$ cat src/rtl/mmio_uart_tx.sv
// mmio_uart_tx: MMIO byte FIFO feeding a UART serialiser, 8N1 by default, 8E1 with MMIO_UART_TX_PARITY_EN.
// Latency: a store at edge E0 starts the start bit on edge E1; read data and hit are combinational.
// Backpressure: none on the bus; a store to a full FIFO is dropped and sets the sticky overflow flag.
module mmio_uart_tx #(
    parameter logic [31:0] BASE_ADDR    = 32'h0000_1000,
    parameter int          CLKS_PER_BIT = 868,
    parameter int          FIFO_DEPTH   = 8
) (
    input  logic        clk,
    input  logic        rst,
    input  logic [31:0] mem_addr,
    input  logic [31:0] mem_wr_data,
    input  logic        mem_wr_ena,
    output logic [31:0] mem_rd_data,
    output logic        hit,
    output logic        txd,
    output logic        busy
);
    localparam int PTR_W = $clog2(FIFO_DEPTH) + 1;
    localparam int IDX_W = PTR_W - 1;
    localparam int CNT_W = (CLKS_PER_BIT > 2) ? $clog2(CLKS_PER_BIT) : 1;
    localparam logic [CNT_W-1:0] CNT_RELOAD = CNT_W'(CLKS_PER_BIT - 1);

    typedef enum logic [2:0] {
        ST_IDLE   = 3'd0,
        ST_START  = 3'd1,
        ST_DATA   = 3'd2,
`ifdef MMIO_UART_TX_PARITY_EN
        ST_PARITY = 3'd3,
`endif
        ST_STOP   = 3'd4
    } state_t;

    logic [PTR_W-1:0] head, tail, count;
    logic [7:0]       mem [FIFO_DEPTH];
    logic [7:0]       head_byte;
    logic             full, empty, overflow;
    logic             sel_data, sel_stat, push_req, clr_req, push, pop;
    logic [31:0]      count_w;
    logic [3:0]       count_sat;

    state_t           state, state_d;
    logic [CNT_W-1:0] baud_cnt, baud_cnt_d;
    logic [2:0]       bit_idx, bit_idx_d;
    logic [7:0]       shreg, shreg_d;
    logic             txd_d;
`ifdef MMIO_UART_TX_PARITY_EN
    logic             parity, parity_d;
`endif

    wire unused_wr_hi = ^mem_wr_data[31:8];

    // Address decode and bus-side status
    assign sel_data = (mem_addr == BASE_ADDR);
    assign sel_stat = (mem_addr == BASE_ADDR + 32'd4);
    assign hit      = sel_data | sel_stat;
    assign push_req = mem_wr_ena & sel_data;
    assign clr_req  = mem_wr_ena & sel_stat;

    assign empty     = (head == tail);
    assign full      = (head[PTR_W-1] != tail[PTR_W-1]) && (head[IDX_W-1:0] == tail[IDX_W-1:0]);
    assign count     = tail - head;
    assign count_w   = 32'(count);
    assign count_sat = (count_w > 32'd15) ? 4'hF : count_w[3:0];
    assign push      = push_req & (~full | pop);
    assign head_byte = mem[head[IDX_W-1:0]];
    assign busy      = (state != ST_IDLE);

    assign mem_rd_data = sel_stat ? {24'd0, count_sat, overflow, busy, empty, full} : 32'd0;

    always_ff @(posedge clk or negedge rst) begin
        if (!rst) begin
            head     <= '0;
            tail     <= '0;
            overflow <= 1'b0;
        end else begin
            if (push) tail <= tail + PTR_W'(1);
            if (pop)  head <= head + PTR_W'(1);
            if (clr_req)
                overflow <= 1'b0;
            else if (push_req && full && !pop)
                overflow <= 1'b1;
        end
    end

    always_ff @(posedge clk) begin
        if (push) mem[tail[IDX_W-1:0]] <= mem_wr_data[7:0];
    end

    // txd is registered, so each branch computes the level for the state being entered
    always_comb begin
        state_d    = state;
        baud_cnt_d = baud_cnt;
        bit_idx_d  = bit_idx;
        shreg_d    = shreg;
        txd_d      = txd;
        pop        = 1'b0;
`ifdef MMIO_UART_TX_PARITY_EN
        parity_d   = parity;
`endif
        case (state)
            ST_IDLE: begin
                txd_d = 1'b1;
                if (!empty) begin
                    pop        = 1'b1;
                    state_d    = ST_START;
                    baud_cnt_d = CNT_RELOAD;
                    shreg_d    = head_byte;
                    txd_d      = 1'b0;
`ifdef MMIO_UART_TX_PARITY_EN
                    parity_d   = ^head_byte;
`endif
                end
            end
            ST_START: begin
                if (baud_cnt == '0) begin
                    state_d    = ST_DATA;
                    baud_cnt_d = CNT_RELOAD;
                    bit_idx_d  = 3'd0;
                    txd_d      = shreg[0];
                end else begin
                    baud_cnt_d = baud_cnt - CNT_W'(1);
                end
            end
            ST_DATA: begin
                if (baud_cnt == '0) begin
                    baud_cnt_d = CNT_RELOAD;
                    if (bit_idx == 3'd7) begin
`ifdef MMIO_UART_TX_PARITY_EN
                        state_d = ST_PARITY;
                        txd_d   = parity;
`else
                        state_d = ST_STOP;
                        txd_d   = 1'b1;
`endif
                    end else begin
                        bit_idx_d = bit_idx + 3'd1;
                        shreg_d   = {1'b0, shreg[7:1]};
                        txd_d     = shreg[1];
                    end
                end else begin
                    baud_cnt_d = baud_cnt - CNT_W'(1);
                end
            end
`ifdef MMIO_UART_TX_PARITY_EN
            ST_PARITY: begin
                if (baud_cnt == '0) begin
                    state_d    = ST_STOP;
                    baud_cnt_d = CNT_RELOAD;
                    txd_d      = 1'b1;
                end else begin
                    baud_cnt_d = baud_cnt - CNT_W'(1);
                end
            end
`endif
            ST_STOP: begin
                if (baud_cnt == '0) begin
                    baud_cnt_d = CNT_RELOAD;
                    if (!empty) begin
                        pop     = 1'b1;
                        state_d = ST_START;
                        shreg_d = head_byte;
                        txd_d   = 1'b0;
`ifdef MMIO_UART_TX_PARITY_EN
                        parity_d = ^head_byte;
`endif
                    end else begin
                        state_d = ST_IDLE;
                        txd_d   = 1'b1;
                    end
                end else begin
                    baud_cnt_d = baud_cnt - CNT_W'(1);
                end
            end
            default: begin
                state_d = ST_IDLE;
                txd_d   = 1'b1;
            end
        endcase
    end

    always_ff @(posedge clk or negedge rst) begin
        if (!rst) begin
            state    <= ST_IDLE;
            baud_cnt <= '0;
            bit_idx  <= '0;
            shreg    <= '0;
            txd      <= 1'b1;
`ifdef MMIO_UART_TX_PARITY_EN
            parity   <= 1'b0;
`endif
        end else begin
            state    <= state_d;
            baud_cnt <= baud_cnt_d;
            bit_idx  <= bit_idx_d;
            shreg    <= shreg_d;
            txd      <= txd_d;
`ifdef MMIO_UART_TX_PARITY_EN
            parity   <= parity_d;
`endif
        end
    end
endmodule
$ cat config.mk
export PLATFORM = sky130hd
export DESIGN_NAME = mmio_uart_tx
export DESIGN_NICKNAME = d
export VERILOG_FILES = /design/src/rtl/mmio_uart_tx.sv
export SDC_FILE = /design/constraint.sdc
export NUM_CORES = 1
export LEC_CHECK = 0
export CAP_MARGIN = 15
export CORE_UTILIZATION = 55
export DETAILED_ROUTE_END_ITERATION = 10
export PLACE_DENSITY = 0.88
export SYNTH_ARGS = -nofsm -noshare
export SYNTH_HDL_FRONTEND = slang
export SYNTH_SLANG_ARGS = --single-unit
$ cat constraint.sdc
create_clock -name clk -period 9 [get_ports clk]
set_input_delay 2.25 -clock clk [delete_from_list [all_inputs] [get_ports clk]]
set_output_delay 2.25 -clock clk [all_outputs]
set_load 0.005 [all_outputs]
## Word-level counts from Yosys, hierarchy flattened

Memory sizes are Yosys's and may differ from the RTL's.
Index checks and enable logic that the tools add are counted.

| word-level totals | value |
|---|---|
| register bits after elaboration | 34 |
| latch bits | 0 |
| memory bits (writable) | 64 |
| ROM bits | 0 |
| bits of input ports | 67 |
| output and inout bits | 35 |
| memories kept | 1 |

| cells by class | value |
|---|---|
| add/subtract/negate cells | 5 |
| multiply operators | 0 |
| divide/modulo/power cells | 0 |
| magnitude comparators | 1 |
| equal/unequal tests | 15 |
| shift-type cells | 0 |
| multiplexer cells | 34 |
| bitwise operators | 6 |
| reduce and logical (&&, ||, !) cells | 17 |

Memory list:

| memory | words | width | read ports | clocked after Yosys merged registers in | wr ports | line | RTL |
|---|---|---|---|---|---|---|---|
| mem | 8 | 8 | 1 | 0 | 1 | 35 | `logic [7:0] mem [FIFO_DEPTH];` |

Operators with widths:

| kind | number |
|---|---|
| $eq 32x13->1 const B | 2 |
| $mux 8 | 5 |
| $mux 3 | 8 |
| $pmux 8 s3 | 1 |
| $mux 10 | 2 |
| $pmux 10 s2 | 1 |
| $mux 1 | 12 |
| $ne 2x2->1 const B | 6 |
| $pmux 3 s4 | 1 |
| $logic_not 10->1 | 1 |
| $sub 10x1->10 const B | 1 |
| $add 4x1->4 const B | 2 |
| $reduce_and 4->1 | 2 |
| $eq 3x3->1 const B | 2 |
| $pmux 3 s2 | 1 |
| $reduce_bool 2->1 | 3 |
| $reduce_bool 3->1 | 2 |
| $reduce_and 5->1 | 1 |
| $eq 4x4->1 | 1 |
| $gt 4x4->1 const B | 1 |
| $mux 4 | 1 |
| $pmux 1 s4 | 1 |
| $sub 4x4->4 | 1 |
| $add 3x1->3 const B | 1 |
| other kinds (14) | 19 |

## Depth between registers and ports, before layout

Gate-level depths: netlist of the first run.

| logic depth | value |
|---|---|
| depth after elaboration | 8 |
| depth in mapped cells | 10 |
| depth with buffers taken out | 7 |

## Worst setup path before layout of the first run

No wires, ideal clock.

| path | value |
|---|---|
| path kind | input-to-output |
| from | input mem_addr[13] |
| to | output mem_rd_data[0] |
| arrival | 3.312 ns |
| required time | 6.750 ns |
| path slack | 3.438 ns |
| stages on the path | 5 |
| path buffers | 0 |
| path through | nor4b_1 > nand4_1 > nor2_1 > nand2_1 > nor3_1 |

| between the ends | value |
|---|---|
| cells in the longest elaborated chain, start to end | 2 |

RTL lines:

| what | line | RTL |
|---|---|---|
| from (decl) | 11 | `input logic [31:0] mem_addr,` |
| $eq 32x13->1 | 55 | `assign sel_stat = (mem_addr == BASE_ADDR + 32'd4);` |
| $mux 8 | 69 | `assign mem_rd_data = sel_stat ? {24'd0, count_sat, overflow, busy, empty, full} : 32'd0;` |
| to (decl) | 14 | `output logic [31:0] mem_rd_data,` |

No other way between the ends.

## Worst setup path in the final report of the first run

| path | value |
|---|---|
| from | input mem_addr[18] |
| to | output mem_rd_data[0] |

The elaborated chain is that of the path after synthesis.

==> out/qor.csv, run 1 <==
metric;value;unit
grt_pass1_vias;2944;
crit_path_top_delay_cell;clkdlybuf4s50_1;
core.rowCount;33;
ir_drop;0.1388;mV
viasPerCell;5.700;
cp_cell_sequence;clkdlybuf4s50_1 -> nor4_1 -> nand4_1 -> nor2_1 -> nand2_1 -> nor3_1 -> clkdlybuf4s50_1;
hold_viol;0;
coreArea;8217;µm²
slowest_delay;550;ps
dieWidth;94.11;µm
power-per-cell-area;142.9;nW/µm²
ant_nets;0;
cts_setup_buffers;0;
port_buffers;53;
dpl.hpwl;6.287;mm
fill_cells;570;
status;finished, final reports clean;
clockBufferDepth;2;
cpMostUsedCell;clkdlybuf4s50_1;
power.static_leakage;2.074;nW
synthArstFlopShare;0.3469;
netlist_area;4666;µm²
worstPathRequired;6750;ps
antenna_found_initial;0;
endpoint_kind;output pin;
grt_max_degree;35;
layout.nets;483;
drive_above_1_share;0.1557;
grt_overflow;0;
max_freq;0.1473;GHz
drc;0;
grtUsageTotal;0.2258;
synth_commonest_cells;edfxtp_1, dfrtp_1, buf_4;
syn_to_final_growth;16.95;%
vias;2941;
tns;0;ps
cts_tree;done;
finalClockSkew;11.37;ps
wl_per_cell;17.29;µm
diodes;0;
drtPass1Iterations;6;
tightest_slew;917.9;ps
cts_max_level;3;
critPathLaunchType;input port;
rsz0062_at_grt;false;
path_clk_slew;90;ps
finalSetupViolations;0;
finalCritPeriodShare;0.7543;
synth.avg_cell_area;13.52;µm²
synthCells;345;
cts_sinks;98;
die_area;8856;µm²
ys_warn_count;0;
fin_total_pwr;0.7797;mW
hold_path_class;flop to flop;
synth.most_common_cell;edfxtp_1;
insertion_delay;360;ps
start_util;0.5678;
drtIter0Drc;204;
layout_min_cycle_time;6789;ps
dpl_worst_slack;2221;ps
synth_cell_types;53;
synth_top_area_cell;edfxtp_1;
multiInputGateArea;1719;µm²
report.final.slew_viol_count;0;
synth.area.top_cells;edfxtp_1, dfrtp_1, mux4_2;
cts-root-buf;clkbuf_8;
cp.arrival;4540;ps
cts_resized;0;
relSlewSlack;0.3858;
ys.flop_type;edfxtp_1;
fin_ws;2212;ps
ios;102;
synth_edf_count;64;
cts_hold_buffers;0;
path_max_fanout;7;
yosysSeqAreaShare;0.5945;
gp_congestion;0.7815;
seqCellArea;2774;µm²
drt-total-wl;8.924;mm
maxCapViolations;0;
die_h;94.11;µm
synth_top_area_frac;0.4119;
ys_ff_latch;98;
crit_type;input port to output pin;
grt_pass1_wl;14.79;mm
numCtsBuffers;9;
stage by stage:
| stage | instances | cell area [µm²] | hold slack [ps] | utilization |
|---|---|---|---|---|
| floorplan | 368 | 4752 | 457.8 | - |
| detailed placement | 500 | 5271 | 495.3 | 0.6415 |
| CTS | 516 | 5456 | 511.9 | 0.6641 |
| finish | 516 | 5456 | 514.2 | 0.6641 |
| global route | 516 | 5456 | 530.1 | 0.6641 |
| global placement | 500 | 5271 | 480.3 | 0.6415 |
power by group:
part | leakage (nW) | internal (mW) | switching (mW) | total, mW
logic | 0.937 | 0.0190 | 0.0145 | 0.0335
clock network | 0.0953 | 0.106 | 0.159 | 0.265
registers | 1.04 | 0.480 | 0.000490 | 0.481
layer usage:
layer / wire length (µm) / share of wire / up-vias / track usage
met5: 0 / 0 / - / 0
met3: 362 / 0.041 / 18 / 0.04369
met2: 4748 / 0.53 / 92 / 0.3996
met4: 191 / 0.021 / 0 / 0.08077
met1: 3622 / 0.41 / 1464 / 0.2742
li1: - / - / 1367 / -
cell type report:
cell class | instances | area share
inverters | 15 | 0.01032
multi-input cells | 221 | 0.3151
flip-flops and latches | 98 | 0.5084
well taps | 105 | 0.02408
clock buffers | 9 | 0.02270
clock inverters | 7 | 0.01124
repair buffers | 61 | 0.1082
final timing paths:
kind / depth (start not counted) / endpoint / from / slack [ps]
max in group asynchronous: 2 / txd$_DFFE_PN1P_ / rst / 6370
max reg2reg: 6 / mem[6][4]$_DFFE_PP_ / head[2]$_DFFE_PN0P_ / 5780
min: 1 / baud_cnt[9]$_DFFE_PN0P_ / baud_cnt[9]$_DFFE_PN0P_ / 510
min reg2reg: 1 / baud_cnt[9]$_DFFE_PN0P_ / baud_cnt[9]$_DFFE_PN0P_ / 510
min in group asynchronous: 2 / baud_cnt[2]$_DFFE_PN0P_ / rst / 2300
max: 7 / mem_rd_data[0] / mem_addr[18] / 2210
state kept, by name, summed over array words and instances (netlist names):
name	flops
bit_idx	3
state	3
shreg	8
overflow	1
baud_cnt	10
tail	4
head	4
txd	1
mem	64
kinds of logic after synthesis:
logic type,synth area share
flip-flops,0.5945
AND/OR/NAND/NOR,0.1110
buffers and inverters,0.05926
AO/OA/AOI/OAI,0.06008
multiplexers,0.1231
adder cells (fa/ha/maj),0.03057
XOR/XNOR,0.02065
other,0.0008037
placed cells by master, fill, tap and decap left out, drive strengths merged, types with 3 or more instances in the layout:
| cell | instances |
|---|---|
| nor3 | 11 |
| nand3 | 8 |
| clkdlybuf4s50 | 53 |
| ha | 9 |
| nor2 | 18 |
| nor4b | 4 |
| mux2i | 9 |
| edfxtp | 64 |
| o21ai | 20 |
| mux4 | 16 |
| clkinv | 4 |
| xnor2 | 9 |
| dfrtp | 33 |
| nand2b | 3 |
| mux2 | 11 |
| buf | 8 |
| a21oi | 8 |
| nor2b | 4 |
| clkbuf | 9 |
| inv | 18 |
| and3 | 4 |
| nand2 | 23 |
| nand4 | 4 |
| conb | 24 |
| nor4 | 11 |
critical path, delay by kind of cell:
family,cells,cell delay (ps)
buf+inv,2,950
simple gates,5,1350
No activity file was read; power rests on OpenSTA's default activity.
==> run 2, diff against run 1 <==
--- a/config.mk
+++ b/config.mk
@@ -6,9 +6,9 @@
 export NUM_CORES = 1
 export LEC_CHECK = 0
 export CAP_MARGIN = 15
-export CORE_UTILIZATION = 55
+export CORE_UTILIZATION = 46
 export DETAILED_ROUTE_END_ITERATION = 10
-export PLACE_DENSITY = 0.88
+export PLACE_DENSITY = 0.79
 export SYNTH_ARGS = -nofsm -noshare
 export SYNTH_HDL_FRONTEND = slang
 export SYNTH_SLANG_ARGS = --single-unit
==> constraint.sdc (replaced) <==
create_clock -name clk -period 6.23 [get_ports clk]
set_input_delay 1.5575 -clock clk [delete_from_list [all_inputs] [get_ports clk]]
set_output_delay 1.5575 -clock clk [all_outputs]
set_load 0.005 [all_outputs]
==> run 2 against run 1 <==
Compared with the run above:
- sequential power rose by 44%
- count of clock-buffer cells in the layout did not move
- critical path type unchanged
- sequential share of layout area fell by 0.51 points
- highest routed layer unchanged
- worst setup slack got worse by 1300 ps
- largest power group unchanged
==> out/qor.csv, run 2 (synthesis results as in run 1) <==
metric;value;unit
worstPathRequired;4670;ps
endpoint_kind;output pin;
crit_type;input port to output pin;
drtIter0Drc;174;
coreArea;9819;µm²
core.rowCount;36;
hold_path_class;flop to flop;
grt_pass1_wl;14.95;mm
fin_ws;890.4;ps
largest_reg_flops;64;
insertion_delay;380;ps
startpoint;mem_addr[22];
drt-total-wl;9.073;mm
path_clk_slew;110;ps
grt_pass1_vias;3000;
antenna_found_initial;0;
wl_per_cell;16.68;µm
ant_nets;0;
r2r_cells;6;
hold_viol;0;
final_common_cell;edfxtp_1;
path_max_fanout;7;
start_util;0.4752;
clockBufferDepth;2;
cts_resized;0;
r2r-end;mem[6][2]$_DFFE_PP_;
cts_max_level;3;
finalClockSkew;16.78;ps
syn_to_final_growth;18.13;%
fill_cells;816;
grt_max_degree;35;
reg2reg_setup_slack;2960;ps
power.static_leakage;2.082;nW
power-per-cell-area;209.9;nW/µm²
grt_overflow;0;
die_h;102.7;µm
maxCapViolations;0;
viasPerCell;5.369;
vias;2921;
dpl_worst_slack;888.7;ps
finalCritPeriodShare;0.8571;
drive_above_1_share;0.1582;
report.final.slew_viol_count;0;
ir_drop;0.2228;mV
port_buffers;53;
cts_tree;done;
gp_congestion;0.8298;
numCtsBuffers;9;
cts_hold_buffers;0;
cts_setup_buffers;0;
r2r-start;head[2]$_DFFE_PN0P_;
grtUsageTotal;0.1933;
dpl.hpwl;6.187;mm
dieWidth;102.7;µm
crit_end;mem_rd_data[0];
drc;0;
final_cell_mix;edfxtp_1, clkdlybuf4s50_1, dfrtp_1, conb_1, nand2_1;
diodes;0;
relSlewSlack;0.3850;
finalSetupViolations;0;
die_area;10550;µm²
ios;102;
layout.nets;483;
cts_sinks;98;
critPathLaunchType;input port;
cts-root-buf;clkbuf_8;
drtPass1Iterations;4;
rsz0062_at_grt;false;
max_freq;0.1873;GHz
tns;0;ps
cp.arrival;3780;ps
layout_min_cycle_time;5340;ps
status;finished, final reports clean;
tightest_slew;919.1;ps
==> run 2: changes by cell type in the layout (fill, tap and decap cells not counted) <==
cell,delta
clkinv_4,-2
clkinv_1,-1
clkinv_8,+2
inv_6,+1
==> run 2: how the worst min path moves through the flow <==
stage	slack, ps	endpoint	depth (start not counted)	startpoint
2_1_floorplan	460	baud_cnt[9]$_DFFE_PN0P_	1	baud_cnt[9]$_DFFE_PN0P_
3_3_place_gp	480	baud_cnt[9]$_DFFE_PN0P_	1	baud_cnt[9]$_DFFE_PN0P_
3_5_place_dp	500	shreg[5]$_DFFE_PN0P_	1	shreg[5]$_DFFE_PN0P_
4_1_cts	510	baud_cnt[9]$_DFFE_PN0P_	1	baud_cnt[9]$_DFFE_PN0P_
5_1_grt	530	shreg[0]$_DFFE_PN0P_	1	shreg[0]$_DFFE_PN0P_
6_report	520	baud_cnt[9]$_DFFE_PN0P_	1	baud_cnt[9]$_DFFE_PN0P_
==> run 2: metrics by stage <==
step	hold WS (ps)	total power, mW	cells	cell area [µm²]	util
2_1_floorplan	457.8	0.7304	368	4752	-
3_3_place_gp	479.5	0.7560	528	5306	0.5404
3_5_place_dp	497.7	0.7575	528	5306	0.5404
4_1_cts	514.2	1.162	544	5512	0.5613
5_1_grt	530.0	1.193	544	5512	0.5613
6_report	521.4	1.157	544	5512	0.5613
==> run 2: report_power, final <==
| group | switching, mW | internal [mW] | leakage [nW] | total, mW |
|---|---|---|---|---|
| clock network | 0.253 | 0.161 | 0.104 | 0.414 |
| registers | 0.000683 | 0.694 | 1.04 | 0.695 |
| logic | 0.0210 | 0.0275 | 0.937 | 0.0485 |
| total | 0.274 | 0.882 | 2.08 | 1.16 |
==> run 2: final cells by class <==
cell class | count | area, µm² | area share
flip-flops and latches | 98 | 2774 | 0.5033
multi-input cells | 221 | 1719 | 0.3119
well taps | 133 | 166.4 | 0.03019
clock buffers | 9 | 123.9 | 0.02247
inverters | 15 | 56.30 | 0.01022
repair buffers | 61 | 590.6 | 0.1072
clock inverters | 7 | 81.33 | 0.01476
==> run 2: routing by layer <==
metal	GRT usage	routed length, µm	vias to the layer above
li1	-	-	1370
met1	0.2280	3698	1468
met2	0.3472	4877	73
met3	0.04407	387	10
met4	0.06593	110	0
met5	0	0	-
==> run 2: worst max-delay path, cell delays in order <==
cell and delay [ps]:
clkdlybuf4s50_1 410, nor4_1 290, nand4_1 200, nor2_1 250, nand2_1 220, nor3_1 300
clkdlybuf4s50_1 550
